--- config.mk ---
export PLATFORM = sky130hd
export DESIGN_NAME = int_to_float
export DESIGN_NICKNAME = d
export VERILOG_FILES = /design/src/rtl/int_to_float.sv
export SDC_FILE = /design/constraint.sdc
export NUM_CORES = 1
export LEC_CHECK = 0
export ABC_AREA = 1
export BUFFER_PORTS_ARGS = -buffer_cell sky130_fd_sc_hd__buf_4
export CAP_MARGIN = 20
export CORE_AREA = 2 2 97 99
export DETAILED_ROUTE_END_ITERATION = 6
export DIE_AREA = 0 0 99 101
export PLACE_DENSITY_LB_ADDON = 0.05
export SLEW_MARGIN = 20
export SYNTH_ARGS = -nofsm -noshare
export SYNTH_HDL_FRONTEND = slang
export SYNTH_SLANG_ARGS = --single-unit
--- constraint.sdc ---
create_clock -name clk -period 9.3 [get_ports clk]
set_input_delay 0.465 -clock clk [delete_from_list [all_inputs] [get_ports clk]]
set_output_delay 0.465 -clock clk [all_outputs]
set_load 0.02 [all_outputs]
--- src/rtl/int_to_float.sv ---
// Iterative int32 -> IEEE-754 single converter; lz+2 cycles (1 for zero) from accept to out_valid.
// One conversion in flight: in_ready only in IDLE, result held stable in DONE until out_ready.
module int_to_float #(
  parameter bit SIGNED = 1'b1
) (
  input  logic        clk,
  input  logic        rst,
  input  logic        in_valid,
  output logic        in_ready,
  input  logic [31:0] num,
  output logic        out_valid,
  input  logic        out_ready,
  output logic [31:0] res,
  output logic        exact
);

  typedef enum logic [1:0] {IDLE, NORM, ROUND, DONE} state_t;

  state_t      state;
  logic        sign;
  logic [31:0] mag;
  logic [7:0]  exp;

  logic        capt_sign;
  logic [31:0] capt_mag;
  logic [22:0] m;
  logic        guard;
  logic        sticky;
  logic        up;
  logic [23:0] m_sum;
  logic [22:0] mant_rnd;
  logic [7:0]  exp_rnd;

  assign in_ready  = (state == IDLE);
  assign capt_sign = SIGNED & num[31];
  // -2^31 negates to itself, which is the correct unsigned magnitude
  assign capt_mag  = capt_sign ? (~num + 32'd1) : num;

  assign m        = mag[30:8];
  assign guard    = mag[7];
  assign sticky   = |mag[6:0];
  assign up       = guard & (sticky | m[0]);
  assign m_sum    = {1'b0, m} + {23'd0, up};
  assign mant_rnd = m_sum[23] ? 23'd0 : m_sum[22:0];
  assign exp_rnd  = exp + {7'd0, m_sum[23]};

  always_ff @(posedge clk) begin
    if (rst) begin
      state     <= IDLE;
      sign      <= 1'b0;
      mag       <= 32'd0;
      exp       <= 8'd0;
      out_valid <= 1'b0;
      res       <= 32'd0;
      exact     <= 1'b0;
    end else begin
      case (state)
        IDLE: begin
          if (in_valid) begin
            sign <= capt_sign;
            mag  <= capt_mag;
            exp  <= 8'd158;
            if (capt_mag == 32'd0) begin
              res   <= 32'd0;
              exact <= 1'b1;
              state <= DONE;
            end else begin
              state <= NORM;
            end
          end
        end
        NORM: begin
          if (mag[31]) begin
            state <= ROUND;
          end else begin
            mag <= mag << 1;
            exp <= exp - 8'd1;
          end
        end
        ROUND: begin
          res       <= {sign, exp_rnd, mant_rnd};
          exact     <= ~(guard | sticky);
          out_valid <= 1'b1;
          state     <= DONE;
        end
        DONE: begin
          // zero path enters with out_valid low; it rises one cycle later
          if (out_valid && out_ready) begin
            out_valid <= 1'b0;
            state     <= IDLE;
          end else begin
            out_valid <= 1'b1;
          end
        end
        default: state <= IDLE;
      endcase
    end
  end

endmodule

==> reports/metrics.csv, run 1 <==
stage,metric,value,unit
run_status,outcome,finished clean,
cts,clkTransAtPathRegs,0.08,ns
cts,cts_tree,yes,
cts,cts-root-buf,clkbuf_8,
setup_path,crit_type,reg -> reg,
synthesis,ys_seq_area_share,29.4,%
setup_path,critPathBufInv,3,
floorplan,die_y,101,um
timing,setup_tns,0,ns
placed_design,place_hpwl,10300,um
finish,area_delta_synth_final,13.4,%
cts,cts_resized,0,
synthesis,synth_edf_count,0,
flow_run,maxCapViolations,0,
cts,insertion_delay,0.36,ns
routing,routed_wl,13500,um
routing,wl_per_cell,13.1,um
setup_path,critPathArrivalTime,3.96,ns
placed_design,gp_congestion,0.942,
timing,hold_viol_final,0,
global_route,antenna_found_initial,0,
routing,drc,0,
timing,post-route-period-util,39.3,%
synthesis,synth_cell_types,42,
global_route,grt_max_degree,58,
setup_path,required,9.60,ns
floorplan,ios,71,
routing,vias,5651,
timing,min_period,3.66,ns
setup_path,critPathMaxFanout,4,
finish,drive_gt1_share,12.4,%
setup_path,cp-start-kind,flip-flop,
global_route,grt_overflow,0,
timing,relSlewSlack,46.1,%
global_route,grt_pass1_vias,4917,
floorplan,core_area,8980,um^2
setup_path,critical_path.top_delay_family,simple AND/OR/NAND/NOR gates,
setup_path,max_stage_delay,0.36,ns
synthesis,ys_async_sr_fraction,0,%
placed_design,placed_cell_area,5760,um^2
global_route,grt_first_pass_wirelength,22500,um
synthesis,synth_seq_cells,77,
pwr,p_leak,2.81,nW
cts,postCtsHoldBufs,0,
timing,finalSetupViolCount,0,
synthesis,synthFlopType,dfxtp_1,
placed_design,pre_cts_ws,5.70,ns
cts,cts_inserted_buffers,9,
floorplan,die_w,99,um
routing,drtIter0Drc,404,
timing,slew_violations,0,
routing,drt_pre_antenna_iters,5,
routing,final_antenna_net_count,0,
synthesis,yosysWarnings,0,
floorplan,die_area,10000,um^2
pwr,ir_drop,0.000103,V
cts,clock_path_buffers,2,
floorplan,fp-row-count,35,
cts,cts_sinks,77,
timing,finalWorstSetupSlack,5.64,ns
timing,hold-worst-slack,0.378,ns
finish,n_antenna_cell,0,
timing,max_freq,273,MHz
cts,htreeDepth,3,
timing,rsz0062_at_grt,false,
synthesis,postSynthCellCount,866,
timing,tightestPinTransition,0.807,ns
timing,fin_skew,0.0134,ns
finish,nets,961,
min_path,min_path_type,in -> reg,
synthesis,netlist_area,5250,um^2
global_route,grtUsageTotal,27.2,%
setup_path,cp-end-kind,flip-flop,
synthesis,synth.avg_cell_area,6.06,um^2
routing,drt-vias-per-instance,5.49,
synthesis,synth_nets,912,
placed_design,io_buffers,70,
finish,design_area,5950,um^2
pwr,powerDensity,240,nW/um^2
setup_path,crit_slowest_cell,dfxtp_1,
cts,cts_setup_buffers,0,
setup_path,path_cells,"or4_1, nor4_1, a21oi_1, ha_1, nand4_1, nor2_1, nand3_1, nor3_1, nand4_1, nor3_1, ha_1, nand2_1, nor2_1, inv_1, nor2_1, inv_1, nor3_1, inv_1, nand2_1, nand3_1, nand2_1, nand2_1, nor2_1",
floorplan,start_util,58.5,%
[stage by stage]
stage	power [mW]	cells	util (%)
floorplan	0.993	866	-
CTS	1.42	1030	66.3
detailed placement	1.18	1015	64.2
global placement	1.16	1015	64.2
finish	1.43	1030	66.3
global route	1.53	1030	66.3
[report_power, final]
group	switching [mW]	total (mW)	internal, mW
combinational	0.401	0.631	0.230
sequential	0.108	0.552	0.444
clock	0.122	0.244	0.122
total	0.630	1.43	0.797
[state kept, by name (all words and copies together) (netlist names)]
register / flops
res: 32
out_valid: 1
sign: 1
mag: 32
exact: 1
state: 2
exp: 8
[logic make-up after synthesis]
| kind of cell | share of synthesized area (%) |
|---|---|
| AND/OR/NAND/NOR | 39.9 |
| AO/OA/AOI/OAI | 16.3 |
| buffers and inverters | 9.51 |
| XOR/XNOR | 2.50 |
| adder cells (fa/ha/maj) | 2.38 |
| flip-flops | 29.4 |
[final timing paths]
kind | from | endpoint | slack, ns | cells past startpoint
max | mag[0]$_SDFFE_PP0P_ | res[30]$_SDFFE_PP0P_ | 5.64 | 23
min | num[0] | mag[0]$_SDFFE_PP0P_ | 0.38 | 3
max reg2reg | mag[0]$_SDFFE_PP0P_ | res[30]$_SDFFE_PP0P_ | 5.64 | 23
min reg2reg | res[6]$_SDFFE_PP0P_ | res[6]$_SDFFE_PP0P_ | 0.49 | 2
[layout by cell type, fill, tap and decap left out, drive strengths merged]
| cell | netlist | routed |
|---|---|---|
| nand2 | 250 | 250 |
| nor2 | 145 | 145 |
| inv | 86 | 86 |
| dfxtp | 77 | 77 |
| buf | 11 | 73 |
| a21oi | 70 | 70 |
| nand3 | 57 | 57 |
| o21ai | 48 | 48 |
| nor3 | 13 | 13 |
| nand3b | 12 | 12 |
| a221oi | 11 | 11 |
| xor2 | 11 | 11 |
| ha | 10 | 10 |
| clkbuf | 24 | 9 |
| nand4 | 7 | 7 |
| clkinv | 1 | 5 |
| a31oi | 4 | 4 |
| a21boi | 4 | 4 |
| xnor2 | 4 | 4 |
| a22oi | 3 | 3 |
| o21a | 3 | 3 |
| or2 | 3 | 3 |
| a21o | 3 | 3 |
| o21bai | 2 | 2 |
| nor4 | 2 | 2 |
| a211oi | 1 | 1 |
| or4 | 1 | 1 |
| and3 | 1 | 1 |
| o211ai | 1 | 1 |
| o2111ai | 1 | 1 |
| bufinv | 0 | 1 |
| clkinvlp | 0 | 1 |
[worst reg2reg max path, delay by kind of cell, from the launching register on]
kind            cells  cell delay (ns)
fa+ha+maj           2             0.42
compound gates      1             0.14
buf+inv             3             0.22
simple gates       17             2.46
flops               1             0.36
[synthesized netlist by cell type, drive strengths merged, types with 4 or more instances]
| cell | n | area share (%) |
|---|---|---|
| a221oi | 11 | 1.8 |
| dfxtp | 77 | 29 |
| a21oi | 70 | 6.7 |
| o21ai | 48 | 4.7 |
| nand3 | 57 | 5.8 |
| nand2 | 250 | 18 |
| inv | 86 | 6.2 |
| nand4 | 7 | 0.83 |
| xor2 | 11 | 1.8 |
| a21boi | 4 | 0.57 |
| xnor2 | 4 | 0.67 |
| a31oi | 4 | 0.48 |
| ha | 10 | 2.4 |
| clkbuf | 24 | 1.7 |
| buf | 11 | 1.6 |
| nand3b | 12 | 1.7 |
| nor3 | 13 | 1.4 |
| nor2 | 145 | 11 |
[cell type report]
cell class                 count  area (um^2)
clock inverter                 6         65.1
tap                          111          139
clock buffer                   9          124
inverter                      87          327
multi-input combinational    667         3210
sequential                    77         1540
timing repair buffer          73          548
fill                         866         3030
[per-layer routing]
metal	vias up	GRT usage, %	wire length (um)
met5	-	0	0
met4	0	11.8	431
met3	33	3.47	825
met2	224	43.0	6050
met1	2497	37.3	6220
li1	2897	-	-
(Power assumes the default switching activity.)
==> run 2, diff against run 1 <==
--- a/config.mk
+++ b/config.mk
@@ -5,12 +5,12 @@
 export SDC_FILE = /design/constraint.sdc
 export NUM_CORES = 1
 export LEC_CHECK = 0
-export ABC_AREA = 1
+export ABC_AREA = 0
 export BUFFER_PORTS_ARGS = -buffer_cell sky130_fd_sc_hd__buf_4
 export CAP_MARGIN = 20
-export CORE_AREA = 2 2 97 99
+export CORE_AREA = 2 2 99 101
 export DETAILED_ROUTE_END_ITERATION = 6
-export DIE_AREA = 0 0 99 101
+export DIE_AREA = 0 0 101 103
 export PLACE_DENSITY_LB_ADDON = 0.05
 export SLEW_MARGIN = 20
 export SYNTH_ARGS = -nofsm -noshare
==> constraint.sdc (replaced) <==
create_clock -name clk -period 3.8 [get_ports clk]
set_input_delay 0.19 -clock clk [delete_from_list [all_inputs] [get_ports clk]]
set_output_delay 0.19 -clock clk [all_outputs]
set_load 0.02 [all_outputs]
==> reports/metrics.csv, run 2 <==
stage,metric,value,unit,change
run_status,outcome,finished clean,,unchanged
finish,layout_common_cells,"99 x nand2_1, 78 x buf_4, 77 x dfxtp_1, 50 x nor2_1, 43 x o21ai_0",,"was 244 x nand2_1, 137 x nor2_1, 83 x inv_1, 77 x dfxtp_1, 73 x buf_4"
synthesis,synth_top_area_share,28.5,%,was 29.4%
synthesis,synth_common_cells,"99 x nand2_1, 77 x dfxtp_1, 50 x nor2_1",,"was 244 x nand2_1, 137 x nor2_1, 83 x inv_1"
floorplan,die_w,101,um,was 99 um
pwr,p_int,2.01,mW,was 0.797 mW
synthesis,synth.avg_cell_area,7.79,um^2,was 6.06 um^2
finish,final_core_utilization,64.5,%,was 66.3%
synthesis,yosys.cell_count.top_type,nand2_1,,unchanged
global_route,antenna_found_initial,0,,unchanged
pwr,p_sw,1.47,mW,was 0.630 mW
finish,area_delta_synth_final,12.9,%,was 13.4%
routing,routed.top_layer,met4,,unchanged
timing,slew_violations,0,,unchanged
placed_design,place_hpwl,10000,um,was 10300 um
pwr,ir_drop,0.000313,V,was 0.000103 V
cts,postCtsHoldBufs,0,,unchanged
finish,largestRegisters,"mag x32, res x32, exp x8",,unchanged
floorplan,ios,71,,unchanged
routing,drt-met1-wl,6360,um,was 6220 um
finish,n_antenna_cell,0,,unchanged
cts,cts_resized,0,,unchanged
synthesis,synth_cell_types,60,,was 42
timing,tightestPinTransition,0.718,ns,was 0.807 ns
setup_path,cp-start-kind,flip-flop,,unchanged
cts,clock_path_buffers,2,,unchanged
pwr,swShare,42.2,%,was 44.2%
global_route,grt_overflow,0,,unchanged
pwr,clockPowerShare,20.2,%,was 17.1%
routing,wl_met3,767,um,was 825 um
setup_path,critPathMaxFanout,4,,unchanged
synthesis,ys_seq_area_share,28.5,%,was 29.4%
placed_design,gp_congestion,0.965,,was 0.942
finish,final_common_cell,nand2_1,,unchanged
timing,finalSetupViolCount,0,,unchanged
floorplan,fp-row-count,36,,was 35
setup_path,critPathArrivalTime,3.50,ns,was 3.96 ns
global_route,grt_pass1_vias,4403,,was 4917
pwr,p_seq_share,36.6,%,was 38.7%
global_route,grt_max_degree,82,,was 58
cts,cts_setup_buffers,0,,unchanged
cts,cts-root-buf,clkbuf_8,,unchanged
timing,fin_skew,0.0110,ns,was 0.0134 ns
cts,htreeDepth,3,,unchanged
routing,drt_pre_antenna_iters,7,,was 5
setup_path,crit_type,reg -> reg,,unchanged
finish,drive_gt1_share,16.1,%,was 12.4%
floorplan,start_util,57.1,%,was 58.5%
timing,max_freq,312,MHz,was 273 MHz
synthesis,yosysWarnings,0,,unchanged
cts,cts_inserted_buffers,9,,unchanged
timing,hold_viol_final,0,,unchanged
flow_run,maxCapViolations,0,,unchanged
routing,vias,4963,,was 5651
timing,relSlewSlack,52.1,%,was 46.1%
routing,dr_wl_met2,6380,um,was 6050 um
routing,routed_wl,13700,um,was 13500 um
synthesis,postSynthCellCount,694,,was 866
synthesis,synth_edf_count,0,,unchanged
setup_path,required,4.09,ns,was 9.60 ns
cts,cts_tree,yes,,unchanged
pwr,combPwrFrac,43.2,%,was 44.2%
routing,wl_per_cell,16.2,um,was 13.1 um
global_route,grtUsageTotal,26.8,%,was 27.2%
finish,nets,776,,was 961
routing,drc,0,,unchanged
timing,min_period,3.20,ns,was 3.66 ns
pwr,powerDensity,569,nW/um^2,was 240 nW/um^2
floorplan,die_y,103,um,was 101 um
global_route,grt_first_pass_wirelength,22200,um,was 22500 um
timing,setup_tns,0,ns,unchanged
synthesis,synthFlopType,dfxtp_1,,unchanged
routing,drtIter0Drc,347,,was 404
timing,rsz0062_at_grt,false,,unchanged
synthesis,synth_area_leader_cell,dfxtp_1,,unchanged
synthesis,ys_async_sr_fraction,0,%,unchanged
routing,final_antenna_net_count,0,,unchanged
pwr,p_leak,2.53,nW,was 2.81 nW
placed_design,io_buffers,70,,unchanged
synthesis,netlist_area,5400,um^2,was 5250 um^2
cts,insertion_delay,0.36,ns,about the same
floorplan,core_area,9460,um^2,was 8980 um^2
timing,post-route-period-util,84.3,%,was 39.3%
cts,cts_sinks,77,,unchanged
routing,drt-vias-per-instance,5.85,,was 5.49
synthesis,synth_nets,740,,was 912
min_path,min_path_type,in -> reg,,unchanged
synthesis,synth_seq_cells,77,,unchanged
setup_path,cp-end-kind,flip-flop,,unchanged
floorplan,die_area,10400,um^2,was 10000 um^2
synthesis,synthTopCellsByArea,"dfxtp_1 29%, nand2_1 6.9%, mux2i_1 6.7%, xor2_1 5.5%, xnor2_1 4.7%",,"was dfxtp_1 29%, nand2_1 17%, nor2_1 9.8%, a21oi_1 6.7%, inv_1 5.9%"
cts,clkTransAtPathRegs,0.08,ns,about the same
[run 2: cell families (layout without fill, tap and decap cells)]
kind of cell / after synthesis / count (layout) / synth area share (%)
adders and majority gates: 10 / 10 / 2.32
and+or+nand+nor: 309 / 309 / 30.3
xor gates and xnor gates: 63 / 63 / 10.2
buffers and inverters: 67 / 107 / 5.72
DFF: 77 / 77 / 28.5
muxes: 39 / 39 / 7.29
AOI/OAI and AO/OA: 129 / 129 / 15.7
[run 2: per-layer routing]
| metal | vias up | track usage [%] |
|---|---|---|
| li1 | 2500 | - |
| met1 | 2269 | 36.4 |
| met2 | 180 | 44.2 |
| met3 | 14 | 3.19 |
| met4 | 0 | 9.67 |
| met5 | - | 0 |
[run 2: critical path, stage by stage (launching register included)]
cell and delay, ns:
dfxtp_1 0.39, nor3_1 0.09, nand2_1 0.10, o21a_1 0.12
ha_1 0.15, and3_1 0.21, nand4_1 0.21, nor3_1 0.49
and3_1 0.32, ha_1 0.22, nand4_1 0.15, nor2_1 0.21
nand2_1 0.09, xnor2_1 0.13, nand2_1 0.09, mux2i_1 0.16
[run 2: through the flow]
stage | cells | cell area (um^2) | total power, mW | hold slack (ns) | setup WS, ns
5_1_grt | 848 | 6100 | 3.72 | 0.0545 | 0.292
3_3_place_gp | 833 | 5880 | 2.74 | 0.422 | 0.663
2_1_floorplan | 694 | 5400 | 2.38 | 0.314 | 1.19
3_5_place_dp | 833 | 5880 | 2.77 | 0.413 | 0.587
4_1_cts | 848 | 6100 | 3.47 | 0.0230 | 0.566
6_report | 848 | 6100 | 3.48 | 0.0361 | 0.596
[run 2: power by group through the flow]
stage	combinational, mW	sequential [mW]	clock (mW)
2_1_floorplan	1.18	1.20	0
5_1_grt	1.68	1.31	0.739
3_3_place_gp	1.46	1.27	0
6_report	1.50	1.27	0.703
3_5_place_dp	1.49	1.29	0
4_1_cts	1.49	1.27	0.709
[run 2: worst paths after layout]
kind	from	slack [ns]	cells past startpoint	end
worst max register to register	mag[0]$_SDFFE_PP0P_	0.60	15	res[30]$_SDFFE_PP0P_
worst max-delay path	mag[0]$_SDFFE_PP0P_	0.60	15	res[30]$_SDFFE_PP0P_
worst min-delay path	out_ready	0.04	2	out_valid$_SDFFE_PP0P_
worst min register to register	sign$_SDFFE_PP0P_	0.46	2	sign$_SDFFE_PP0P_
[run 2: final cells by class]
type / count / area (um^2)
Fill cell: 879 / 3360
Tap cell: 114 / 143
Clock buffer: 12 / 155
Timing Repair Buffer: 78 / 586
Inverter: 14 / 52.6
Multi-Input combinational cell: 550 / 3560
Clock inverter: 3 / 68.8
Sequential cell: 77 / 1540
==> run 3, diff against run 2 <==
--- a/config.mk
+++ b/config.mk
@@ -5,12 +5,12 @@
 export SDC_FILE = /design/constraint.sdc
 export NUM_CORES = 1
 export LEC_CHECK = 0
-export ABC_AREA = 0
+export ABC_AREA = 1
 export BUFFER_PORTS_ARGS = -buffer_cell sky130_fd_sc_hd__buf_4
 export CAP_MARGIN = 20
-export CORE_AREA = 2 2 99 101
+export CORE_AREA = 2 2 98 100
 export DETAILED_ROUTE_END_ITERATION = 6
-export DIE_AREA = 0 0 101 103
+export DIE_AREA = 0 0 100 102
 export PLACE_DENSITY_LB_ADDON = 0.05
 export SLEW_MARGIN = 20
 export SYNTH_ARGS = -nofsm -noshare
==> constraint.sdc (replaced) <==
create_clock -name clk -period 3.1 [get_ports clk]
set_input_delay 0.155 -clock clk [delete_from_list [all_inputs] [get_ports clk]]
set_output_delay 0.155 -clock clk [all_outputs]
set_load 0.02 [all_outputs]
==> reports/metrics.csv, run 3 (synthesis gave the netlist of run 1 again) <==
stage,metric,value,unit,change
placed_design,placed_cell_area,5890,um^2,was 5880 um^2
setup_path,cp-start-kind,flip-flop,,unchanged
run_status,outcome,finished with violations,,was finished clean
pwr,ir_drop,0.000302,V,was 0.000313 V
routing,wl_met3,670,um,was 767 um
cts,cts-root-buf,clkbuf_8,,unchanged
setup_path,crit_type,reg -> reg,,unchanged
placed_design,io_buffers,70,,unchanged
global_route,antenna_found_initial,0,,unchanged
timing,max_freq,312,MHz,about the same
finish,layout_common_cells,"242 x nand2_1, 133 x nor2_1, 94 x buf_4, 80 x inv_1, 73 x dfxtp_1",,"was 99 x nand2_1, 78 x buf_4, 77 x dfxtp_1, 50 x nor2_1, 43 x o21ai_0"
global_route,grt_overflow,0,,unchanged
finish,largestRegisters,"mag x32, res x32, exp x8",,unchanged
timing,finalWorstSetupSlack,-0.106,ns,was 0.596 ns
flow_run,maxCapViolations,0,,unchanged
min_path,min_path_type,in -> reg,,unchanged
global_route,grt_pass1_vias,5019,,was 4403
global_route,grt_max_degree,42,,was 82
timing,post-route-period-util,103,%,was 84.3%
floorplan,die_area,10200,um^2,was 10400 um^2
placed_design,place_hpwl,10600,um,was 10000 um
routing,final_antenna_net_count,0,,unchanged
setup_path,r2r-end,res[30]$_SDFFE_PP0P_,,unchanged
global_route,grtUsageTotal,27.6,%,was 26.8%
routing,routed_wl,13900,um,was 13700 um
pwr,p_sw,1.94,mW,was 1.47 mW
setup_path,cp-startpoint,mag[3]$_SDFFE_PP0P_,,was mag[0]$_SDFFE_PP0P_
timing,relSlewSlack,38.2,%,was 52.1%
setup_path,cp-end-kind,flip-flop,,unchanged
pwr,powerDensity,703,nW/um^2,was 569 nW/um^2
setup_path,critPathCapture,res[30]$_SDFFE_PP0P_,,unchanged
pwr,p_int,2.40,mW,was 2.01 mW
timing,finalSetupViolCount,2,,was 0
pwr,clockPowerShare,15.1,%,was 20.2%
pwr,combPwrFrac,46.6,%,was 43.2%
routing,drc,0,,unchanged
pwr,p_seq_share,38.3,%,was 36.6%
floorplan,ios,71,,unchanged
pwr,p_leak,2.96,nW,was 2.53 nW
setup_path,rr_worst_depth,23,,was 15
placed_design,place_inst,1032,,was 833
timing,tightestPinTransition,0.926,ns,was 0.718 ns
timing,hold_viol_final,0,,unchanged
finish,final_common_cell,nand2_1,,unchanged
finish,n_antenna_cell,0,,unchanged
finish,nets,982,,was 776
routing,drt-vias-per-instance,5.33,,was 5.85
floorplan,die_w,100,um,was 101 um
setup_path,critPathArrivalTime,3.49,ns,was 3.50 ns
cts,clock_path_buffers,2,,unchanged
cts,cts_sinks,77,,unchanged
timing,rsz0062_at_grt,true,,was false
cts,htreeDepth,3,,unchanged
routing,routed.top_layer,met4,,unchanged
placed_design,gp_congestion,0.852,,was 0.965
cts,insertion_delay,0.35,ns,was 0.36 ns
routing,drt_pre_antenna_iters,5,,was 7
pwr,p_total,4.34,mW,was 3.48 mW
cts,cts_tree,yes,,unchanged
routing,vias,5607,,was 4963
run_status,violations,setup timing,,
routing,dr_wl_met2,6420,um,was 6380 um
setup_path,reg2reg_slack,-0.11,ns,was 0.60 ns
routing,drtIter0Drc,406,,was 347
finish,area_delta_synth_final,17.7,%,was 12.9%
finish,layout.cells.non_filler,1051,,was 848
floorplan,fp-row-count,35,,was 36
floorplan,die_y,102,um,was 103 um
pwr,swShare,44.6,%,was 42.2%
setup_path,rr_startpoint,mag[3]$_SDFFE_PP0P_,,was mag[0]$_SDFFE_PP0P_
routing,wl_per_cell,13.2,um,was 16.2 um
setup_path,critPathMaxFanout,3,,was 4
timing,hold-worst-slack,0.0740,ns,was 0.0361 ns
timing,slew_violations,0,,unchanged
finish,drive_gt1_share,16.7,%,was 16.1%
finish,nFillCells,853,,was 879
setup_path,required,3.39,ns,was 4.09 ns
routing,drt-met1-wl,6500,um,was 6360 um
global_route,grt_first_pass_wirelength,23100,um,was 22200 um
cts,clkTransAtPathRegs,0.08,ns,about the same
floorplan,start_util,57.6,%,was 57.1%
cts,cts_inserted_buffers,9,,unchanged
floorplan,core_area,9110,um^2,was 9460 um^2
timing,min_period,3.21,ns,was 3.20 ns
finish,design_area,6180,um^2,was 6100 um^2
timing,fin_skew,0.0108,ns,was 0.0110 ns
[run 3: cell types whose count changed in the layout (fill, tap and decap cells not counted), sizes merged, moves of 10 or more]
| cell | before | now |
|---|---|---|
| nor2 | 50 | 145 |
| nand3b | 2 | 12 |
| nand2b | 40 | 0 |
| a21oi | 29 | 70 |
| nor4 | 16 | 2 |
| buf | 78 | 94 |
| nand2 | 100 | 250 |
| nand3 | 28 | 57 |
| and3 | 11 | 1 |
| xnor2 | 29 | 4 |
| mux2i | 36 | 0 |
| inv | 14 | 86 |
| xor2 | 34 | 11 |
[run 3: critical path, stage by stage (launching register included)]
cell,delay (ns)
dfxtp_2,0.34
or4_4,0.12
nor4_2,0.04
a21oi_1,0.17
ha_2,0.21
nand4_1,0.11
nor2_2,0.16
nand3_2,0.11
nor3_4,0.20
nand4_1,0.19
nor3_4,0.21
ha_2,0.24
nand2_4,0.07
nor2_4,0.12
inv_2,0.06
nor2_4,0.12
inv_2,0.05
nor3_4,0.19
inv_2,0.06
nand2_2,0.07
nand3_2,0.05
nand2_1,0.07
nand2_1,0.06
nor2_2,0.12
[run 3: final cells by class]
cell class              count  area, um^2  share of cell area (%)
clock inverters             5        27.5                   0.446
well taps                 111         139                    2.25
flip-flops and latches     77        1550                    25.0
repair buffers             94         706                    11.4
multi-input cells         667        3300                    53.3
inverters                  87         327                    5.29
clock buffers              10         138                    2.23
[run 3: what timing repair did]
item / in CTS / in global routing
endpoints found under the setup margin: 2 / 12
pin swaps: 1 / 13
hold buffers: 0 / 0
setup buffers: 1 / 3
endpoints found under the hold margin: 0 / 0
resized for setup: 3 / 26
[run 3: worst min-delay path by stage]
stage                     startpoint                   to  cells past startpoint
final                         num[0]  mag[0]$_SDFFE_PP0P_                      3
after global routing          num[0]  mag[0]$_SDFFE_PP0P_                      3
after CTS                     num[0]  mag[0]$_SDFFE_PP0P_                      3
after detailed placement      num[0]  mag[0]$_SDFFE_PP0P_                      3
after global placement        num[0]  mag[0]$_SDFFE_PP0P_                      3
after floorplan               num[0]  mag[0]$_SDFFE_PP0P_                      2
[run 3: power by group through the flow]
stage | clock network [mW] | logic, mW | registers [mW]
floorplan | 0 | 1.27 | 1.71
CTS | 0.668 | 1.95 | 1.64
detailed placement | 0 | 1.93 | 1.66
global placement | 0 | 1.89 | 1.64
finish | 0.658 | 2.02 | 1.66
global route | 0.704 | 2.26 | 1.71
[run 3: stage by stage]
stage	util (%)	setup TNS (ns)	setup WS, ns
2_1_floorplan	-	0	0.136
3_3_place_gp	64.7	0	0.0237
3_5_place_dp	64.7	-0.363	-0.217
4_1_cts	66.7	-0.0582	-0.0431
5_1_grt	67.8	-0.890	-0.369
6_report	67.8	-0.127	-0.106
[run 3: metal layers]
layer | vias to the layer above | track usage, %
met5 | - | 0
met3 | 25 | 3.63
met4 | 0 | 10.3
met1 | 2465 | 37.2
met2 | 179 | 45.4
li1 | 2938 | -
